$ cat config.mk
export PLATFORM = sky130hd
export DESIGN_NAME = joe_motion
export DESIGN_NICKNAME = d
export VERILOG_FILES = /design/src/rtl/joe_pkg.sv /design/src/rtl/frame_tick_sync.sv /design/src/rtl/joe_motion.sv
export SDC_FILE = /design/constraint.sdc
export NUM_CORES = 1
export LEC_CHECK = 0
export CORE_ASPECT_RATIO = 0.75
export CORE_MARGIN = 2
export CORE_UTILIZATION = 50
export CTS_CLUSTER_DIAMETER = 120
export DETAILED_ROUTE_END_ITERATION = 16
export PLACE_DENSITY = 0.81
export SYNTH_ARGS = -nofsm -noshare
export SYNTH_HDL_FRONTEND = slang
export SYNTH_HIERARCHICAL = 1
export SYNTH_SLANG_ARGS = --single-unit
$ cat constraint.sdc
create_clock -name Clk -period 4.4 [get_ports Clk]
set_input_delay 1.1 -clock Clk [delete_from_list [all_inputs] [get_ports Clk]]
set_output_delay 1.1 -clock Clk [all_outputs]
set_load 0.02 [all_outputs]
$ cat src/rtl/joe_pkg.sv
// Shared constants and types for the Joe sprite motion block.
// Latency: n/a (package only).
// Backpressure: n/a.
package joe_pkg;

    localparam logic [7:0] KEY_A = 8'h04;
    localparam logic [7:0] KEY_D = 8'h07;
    localparam logic [7:0] KEY_W = 8'h1A;
    localparam logic [7:0] KEY_S = 8'h16;

    localparam int SCREEN_W = 640;
    localparam int SCREEN_H = 480;

    localparam int DEF_HALF_W = 42;
    localparam int DEF_HALF_H = 46;

    typedef enum logic [1:0] {
        GROUND = 2'd0,
        RISE   = 2'd1,
        FALL   = 2'd2
    } jump_state_t;

    // Saturate an 11-bit signed coordinate into [lo, hi].
    function automatic logic signed [10:0] clamp11(input logic signed [10:0] v,
                                                   input logic signed [10:0] lo,
                                                   input logic signed [10:0] hi);
        if (v < lo)
            return lo;
        else if (v > hi)
            return hi;
        else
            return v;
    endfunction

endpackage

$ cat src/rtl/frame_tick_sync.sv
// Brings the vsync-derived frame strobe into Clk and emits a one-cycle tick per rising edge.
// Latency: tick is high in the cycle after the second synchronizer stage captures the edge.
// Backpressure: none; a frame_clk held high yields exactly one tick.
module frame_tick_sync (
    input  logic Clk,
    input  logic Reset,
    input  logic frame_clk,
    output logic tick
);

    logic sync1_q, sync1_d;
    logic sync2_q, sync2_d;
    logic prev_q,  prev_d;

    // Next-state for the two synchronizer stages and the edge-detector history.
    always_comb begin
        sync1_d = frame_clk;
        sync2_d = sync1_q;
        prev_d  = sync2_q;
    end

    // Synchronizer and history flops, cleared by reset.
    always_ff @(posedge Clk or posedge Reset) begin
        if (Reset) begin
            sync1_q <= 1'b0;
            sync2_q <= 1'b0;
            prev_q  <= 1'b0;
        end else begin
            sync1_q <= sync1_d;
            sync2_q <= sync2_d;
            prev_q  <= prev_d;
        end
    end

    assign tick = sync2_q & ~prev_q;

endmodule

$ cat src/rtl/joe_motion.sv
// Per-frame sprite centre generator: keyboard-driven walk plus optional jump (macro JOE_JUMP_EN).
// Latency: outputs update 3 Clk cycles after a frame_clk rising edge.
// Backpressure: none; keycode is sampled only in the tick cycle.
module joe_motion
    import joe_pkg::*;
#(
    parameter int X_START  = 320,
    parameter int Y_GROUND = SCREEN_H - 1 - DEF_HALF_H,
    parameter int HALF_W   = DEF_HALF_W,
    parameter int HALF_H   = DEF_HALF_H,
    parameter int STEP     = 2,
    parameter int JUMP_V0  = 12,
    parameter int V_MAX    = 15
) (
    input  logic       Clk,
    input  logic       Reset,
    input  logic       frame_clk,
    input  logic [7:0] keycode,
    output logic [9:0] centerx,
    output logic [9:0] centery,
    output logic       airborne,
    output logic       facing
);

    localparam logic signed [10:0] X_MIN  = 11'(HALF_W);
    localparam logic signed [10:0] X_MAX  = 11'(SCREEN_W - 1 - HALF_W);
    localparam logic signed [10:0] Y_MIN  = 11'(HALF_H);
    localparam logic signed [10:0] Y_MAX  = 11'(Y_GROUND);
    localparam logic signed [10:0] STEP11 = 11'(STEP);

    logic tick;

    frame_tick_sync u_sync (
        .Clk      (Clk),
        .Reset    (Reset),
        .frame_clk(frame_clk),
        .tick     (tick)
    );

    logic [9:0] centerx_q, centerx_d;
    logic [9:0] centery_q, centery_d;
    logic       facing_q,  facing_d;
    logic signed [10:0] x_s, y_s, nx;

    assign x_s = signed'({1'b0, centerx_q});
    assign y_s = signed'({1'b0, centery_q});

    // Horizontal walk: A/D move by STEP and set facing, clamped to the screen.
    always_comb begin
        centerx_d = centerx_q;
        facing_d  = facing_q;
        nx        = x_s;
        if (tick) begin
            if (keycode == KEY_A) begin
                nx        = clamp11(x_s - STEP11, X_MIN, X_MAX);
                centerx_d = nx[9:0];
                facing_d  = 1'b1;
            end else if (keycode == KEY_D) begin
                nx        = clamp11(x_s + STEP11, X_MIN, X_MAX);
                centerx_d = nx[9:0];
                facing_d  = 1'b0;
            end
        end
    end

`ifdef JOE_JUMP_EN
    jump_state_t        state_q, state_d;
    logic signed [5:0]  vel_q, vel_d, vel_n;
    logic               airborne_q, airborne_d;
    logic signed [10:0] ny;

    // Jump FSM: launch on W from the ground, decelerate while rising, accelerate while falling.
    always_comb begin
        state_d   = state_q;
        vel_d     = vel_q;
        vel_n     = vel_q;
        centery_d = centery_q;
        ny        = y_s;
        if (tick) begin
            case (state_q)
                GROUND: begin
                    if (keycode == KEY_W) begin
                        state_d = RISE;
                        vel_d   = 6'(JUMP_V0);
                    end
                end
                RISE: begin
                    ny        = clamp11(y_s - 11'(vel_q), Y_MIN, Y_MAX);
                    centery_d = ny[9:0];
                    vel_n     = vel_q - 6'sd1;
                    vel_d     = vel_n;
                    if (vel_n == 6'sd0)
                        state_d = FALL;
                end
                FALL: begin
                    vel_n = (vel_q >= 6'(V_MAX)) ? 6'(V_MAX) : vel_q + 6'sd1;
                    ny    = y_s + 11'(vel_n);
                    if (ny >= Y_MAX) begin
                        centery_d = Y_MAX[9:0];
                        vel_d     = 6'sd0;
                        state_d   = GROUND;
                    end else begin
                        centery_d = ny[9:0];
                        vel_d     = vel_n;
                    end
                end
                default: begin
                    state_d = GROUND;
                    vel_d   = 6'sd0;
                end
            endcase
        end
        airborne_d = (state_d != GROUND);
    end

    // Jump state, velocity and the registered airborne flag.
    always_ff @(posedge Clk or posedge Reset) begin
        if (Reset) begin
            state_q    <= GROUND;
            vel_q      <= 6'sd0;
            airborne_q <= 1'b0;
        end else begin
            state_q    <= state_d;
            vel_q      <= vel_d;
            airborne_q <= airborne_d;
        end
    end

    assign airborne = airborne_q;
`else
    logic [11:0] unused_jump;
    assign unused_jump = {6'(JUMP_V0), 6'(V_MAX)};

    logic signed [10:0] ny;

    // Free vertical walk: W moves up, S moves down, clamped to the play area.
    always_comb begin
        centery_d = centery_q;
        ny        = y_s;
        if (tick) begin
            if (keycode == KEY_W) begin
                ny        = clamp11(y_s - STEP11, Y_MIN, Y_MAX);
                centery_d = ny[9:0];
            end else if (keycode == KEY_S) begin
                ny        = clamp11(y_s + STEP11, Y_MIN, Y_MAX);
                centery_d = ny[9:0];
            end
        end
    end

    assign airborne = 1'b0;
`endif

    // Position and facing registers.
    always_ff @(posedge Clk or posedge Reset) begin
        if (Reset) begin
            centerx_q <= 10'(X_START);
            centery_q <= 10'(Y_GROUND);
            facing_q  <= 1'b0;
        end else begin
            centerx_q <= centerx_d;
            centery_q <= centery_d;
            facing_q  <= facing_d;
        end
    end

    assign centerx = centerx_q;
    assign centery = centery_q;
    assign facing  = facing_q;

endmodule
==> impl_metrics.csv <==
group,metric,value,unit
synth,synth_area_per_cell,7.45,um2
synth,synth_cell_types,72,
floorplan,core_area,0.00586,mm2
sta,slew_headroom,41.9,%
synth,synthAdderAreaFrac,4.93,%
power_and_ir_drop,switching_share,32.2,%
floorplan,die_y,71.6,um
power_and_ir_drop,sequentialPowerShare,42.4,%
sta,drv_slew,0,
floorplan,start_util,52.0,%
min_path,hp-start,"u_sync/sync1_q$_DFF_PP0_",
synth,synth-seq-cells,24,
critical_path,cp_max_fo,15,
synth,synth_compound_area_share,32.7,%
routing,top_layer,"met4",
sta,fin_worst_skew,0.00127,ns
min_path,min_to,"u_sync/prev_d$_DFF_PP0_",
placement,place_area,0.00333,mm2
clocking,cts_root_buffer,"clkbuf_8",
synth,synthMuxAreaShare,3.37,%
cells_and_area,diodes,0,
min_path,hold_path_class,"flop to flop",
clocking,clk_pin_slew_worst_paths,0.09,ns
synth,synth_top_family_by_area,"compound AO/OA/AOI/OAI gates",
cells_and_area,fin_area,0.00340,mm2
synth,synth_warnings,6,
global_route,globalRouteTotalUtil,25.2,%
critical_path,reg2reg_slack,0.73,ns
synth,synthSimpleGateAreaFrac,28.4,%
critical_path,max_stage_delay,0.59,ns
run_status,status,"completed",
power_and_ir_drop,internal-power,0.000421,W
routing,routedLengthMet1,3.80,mm
sta,finalHoldViolCount,0,
placement,dp_hpwl,6.12,mm
clocking,cts_buffer_depth,2,
synth,synthArstFlopShare,100,%
clocking,cts_tree,"done",
clocking,clk_latency,0.28,ns
routing,drtAntennaViolNets,0,
synth,synth_area,0.00305,mm2
clocking,hold_buffers,0,
routing,drt_iter0_markers,510,
clocking,cts.htree.levels,1,
cells_and_area,finalNetCount,435,
routing,drtPass1Iterations,7,
routing,drc,0,
floorplan,ios,33,
floorplan,die_w,94.1,um
critical_path,critical_path_required,4.56,ns
global_route,grt_pass1_wl,13.7,mm
critical_path,start_kind,"flop",
floorplan,placementRows,24,
power_and_ir_drop,ir_worst_vdd,0.166,mV
routing,wirelength,8.49,mm
clocking,cts_made_buffers,3,
power_and_ir_drop,p_per_area,183,mW/mm2
sta,fmax,272,MHz
global_route,antenna_found_initial,0,
routing,avgRoutedWirePerCell,17.4,um
synth,syn_inst,409,
synth,synth_ff_type,"dfrtp_1",
critical_path,critPathCaptureType,"flop",
routing,via_per_inst,6.78,
placement,routabilityCongestion,1.11,
power_and_ir_drop,pwr-share-comb,25.6,%
run,maxCapViolations,0,
critical_path,rr_startpoint,"centerx[2]$_DFFE_PP0P_",
critical_path,worstPathArrival,3.83,ns
cells_and_area,final_cell_mix,"nand2_1, nor2_1, clkdlybuf4s50_1",
synth,synth_xor_area_share,3.45,%
cells_and_area,area_growth,11.7,%
routing,dr_total_vias,3314,
critical_path,reg2reg_to,"centerx[2]$_DFFE_PP0P_",
cells_and_area,drive_above_1_share,9.00,%
sta,rsz0062_at_grt,"false",
clocking,post_cts_buffers,0,
placement,io_buffers,31,
routing,dr_wl_met2,3.42,mm
routing,wl_met3,1.11,mm
critical_path,crit_type,"flop to flop",
power_and_ir_drop,p_leak,1.28,nW
power_and_ir_drop,power.switching,0.000200,W
sta,finalSetupViolations,0,
power_and_ir_drop,clockPowerShare,32.0,%
sta,fin_crit_sh,83.5,%
global_route,grt_pass1_vias,2748,
floorplan,die_area,0.00674,mm2
critical_path,reg2reg_depth,9,
critical_path,crit_slowest_cell,"dfrtp_1",
sta,whs,0.358,ns
global_route,grt_max_degree,24,
min_path,holdPathStages,0,
sta,worst_pin_slew,0.860,ns
sta,finalSetupTns,0,ns
synth,synth-edff-count,0,
global_route,grt_overflow_total,0,
clocking,ctsResizeCount,0,
power_and_ir_drop,report.power.total,0.000621,W
synth,syn_nets,432,
synth,yosysSeqAreaShare,20.0,%
clocking,cts.sinks,24,
critical_path,crit_chain,"inv_1 -> ha_1 -> or4b_1 -> nor3_2 -> mux2_2 -> a31oi_1 -> o21ai_2 -> a211oi_1 -> a21oi_1",
sta,finalCriticalPeriod,3.67,ns
-- state kept, by name, indices dropped and copies added (netlist names) --
signal and count:
centery 10, facing 1, u_sync/prev_d 1, u_sync/prev_q 1, centerx 10, u_sync/sync1_q 1
-- power groups by stage --
| stage | clock (W) | combinational [W] | sequential, W |
|---|---|---|---|
| CTS | 0.000200 | 0.000156 | 0.000261 |
| detailed placement | 0 | 0.000155 | 0.000266 |
| global placement | 0 | 0.000153 | 0.000265 |
| finish | 0.000199 | 0.000159 | 0.000263 |
| global route | 0.000212 | 0.000172 | 0.000266 |
| floorplan | 0 | 0.000117 | 0.000253 |
-- Yosys cell counts, types with 4 or more instances --
| cell | count | share of area [%] |
|---|---|---|
| xor2_1 | 5 | 1.4 |
| dfstp_2 | 7 | 6.0 |
| xnor2_1 | 7 | 2.0 |
| nor4_1 | 4 | 0.82 |
| o31ai_1 | 7 | 1.7 |
| o221ai_1 | 5 | 1.4 |
| mux2i_1 | 8 | 2.6 |
| o211ai_1 | 4 | 0.99 |
| nand3_1 | 15 | 2.5 |
| a31oi_1 | 15 | 3.1 |
| nor2_1 | 33 | 4.1 |
| nand4_1 | 7 | 1.4 |
| nor3_1 | 10 | 1.6 |
| ha_1 | 12 | 4.9 |
| o311a_1 | 5 | 1.6 |
| dfrtp_1 | 17 | 14 |
| nand2_1 | 33 | 4.1 |
| o21ai_1 | 4 | 0.66 |
| buf_2 | 6 | 0.99 |
| inv_1 | 18 | 2.2 |
| nand2b_1 | 9 | 1.8 |
| a211oi_1 | 4 | 0.99 |
| a21oi_1 | 22 | 3.6 |
| o21ai_0 | 20 | 3.3 |
| clkbuf_1 | 28 | 3.5 |
| o21a_1 | 5 | 1.2 |
| o2111ai_1 | 4 | 1.2 |
| or2_2 | 4 | 0.82 |
| or3_1 | 6 | 1.2 |
| and2_1 | 5 | 1.0 |
| and3_1 | 9 | 1.8 |
-- worst max-delay path: cells and delay by family (launching register included) --
kind	cells	cell delay (ns)
buffers and inverters	1	0.22
adder cells (fa/ha/maj)	1	0.43
multiplexers	1	0.41
flip-flops	1	0.59
AO/OA/AOI/OAI	4	0.98
AND/OR/NAND/NOR	2	0.91
-- per-stage QoR --
stage | setup slack [ns] | utilization (%) | cells
final | 0.728 | 58.1 | 489
after global routing | 0.515 | 58.1 | 489
after CTS | 0.811 | 58.1 | 489
after detailed placement | 0.531 | 56.9 | 485
after global placement | 0.684 | 56.9 | 485
after floorplan | 1.34 | - | 409
-- layout make-up --
cell class              instances  area, um2
clock buffers                   3       41.3
multi-input cells             331       2220
fillers                       524       2450
clock inverters                 1       30.0
inverters                      18       67.6
flip-flops and latches         24        609
repair buffers                 34        333
well taps                      78       97.6
-- logic make-up after synthesis --
group                    Yosys count
AO/OA/AOI/OAI                    137
AND/OR/NAND/NOR                  159
multiplexers                      10
other                              1
buffers and inverters             54
XOR/XNOR                          12
flip-flops                        24
adder cells (fa/ha/maj)           12
-- how the worst max path moves through the flow --
stage,startpoint,endpoint,depth (start not counted)
5_1_grt,centerx[2]$_DFFE_PP0P_,centerx[4]$_DFFE_PP0P_,9
3_5_place_dp,keycode[5],centerx[1]$_DFFE_PP0P_,8
3_3_place_gp,keycode[5],centerx[1]$_DFFE_PP0P_,8
6_report,centerx[2]$_DFFE_PP0P_,centerx[2]$_DFFE_PP0P_,9
4_1_cts,keycode[5],centerx[1]$_DFFE_PP0P_,8
2_1_floorplan,keycode[5],centerx[1]$_DFFE_PP0P_,7
-- routing by layer --
metal	vias to the layer above	GRT usage, %
met5	-	0
met4	0	6.60
met3	25	5.78
met2	242	33.1
met1	1503	40.5
li1	1544	-
Power figures use the tool's default switching activity.
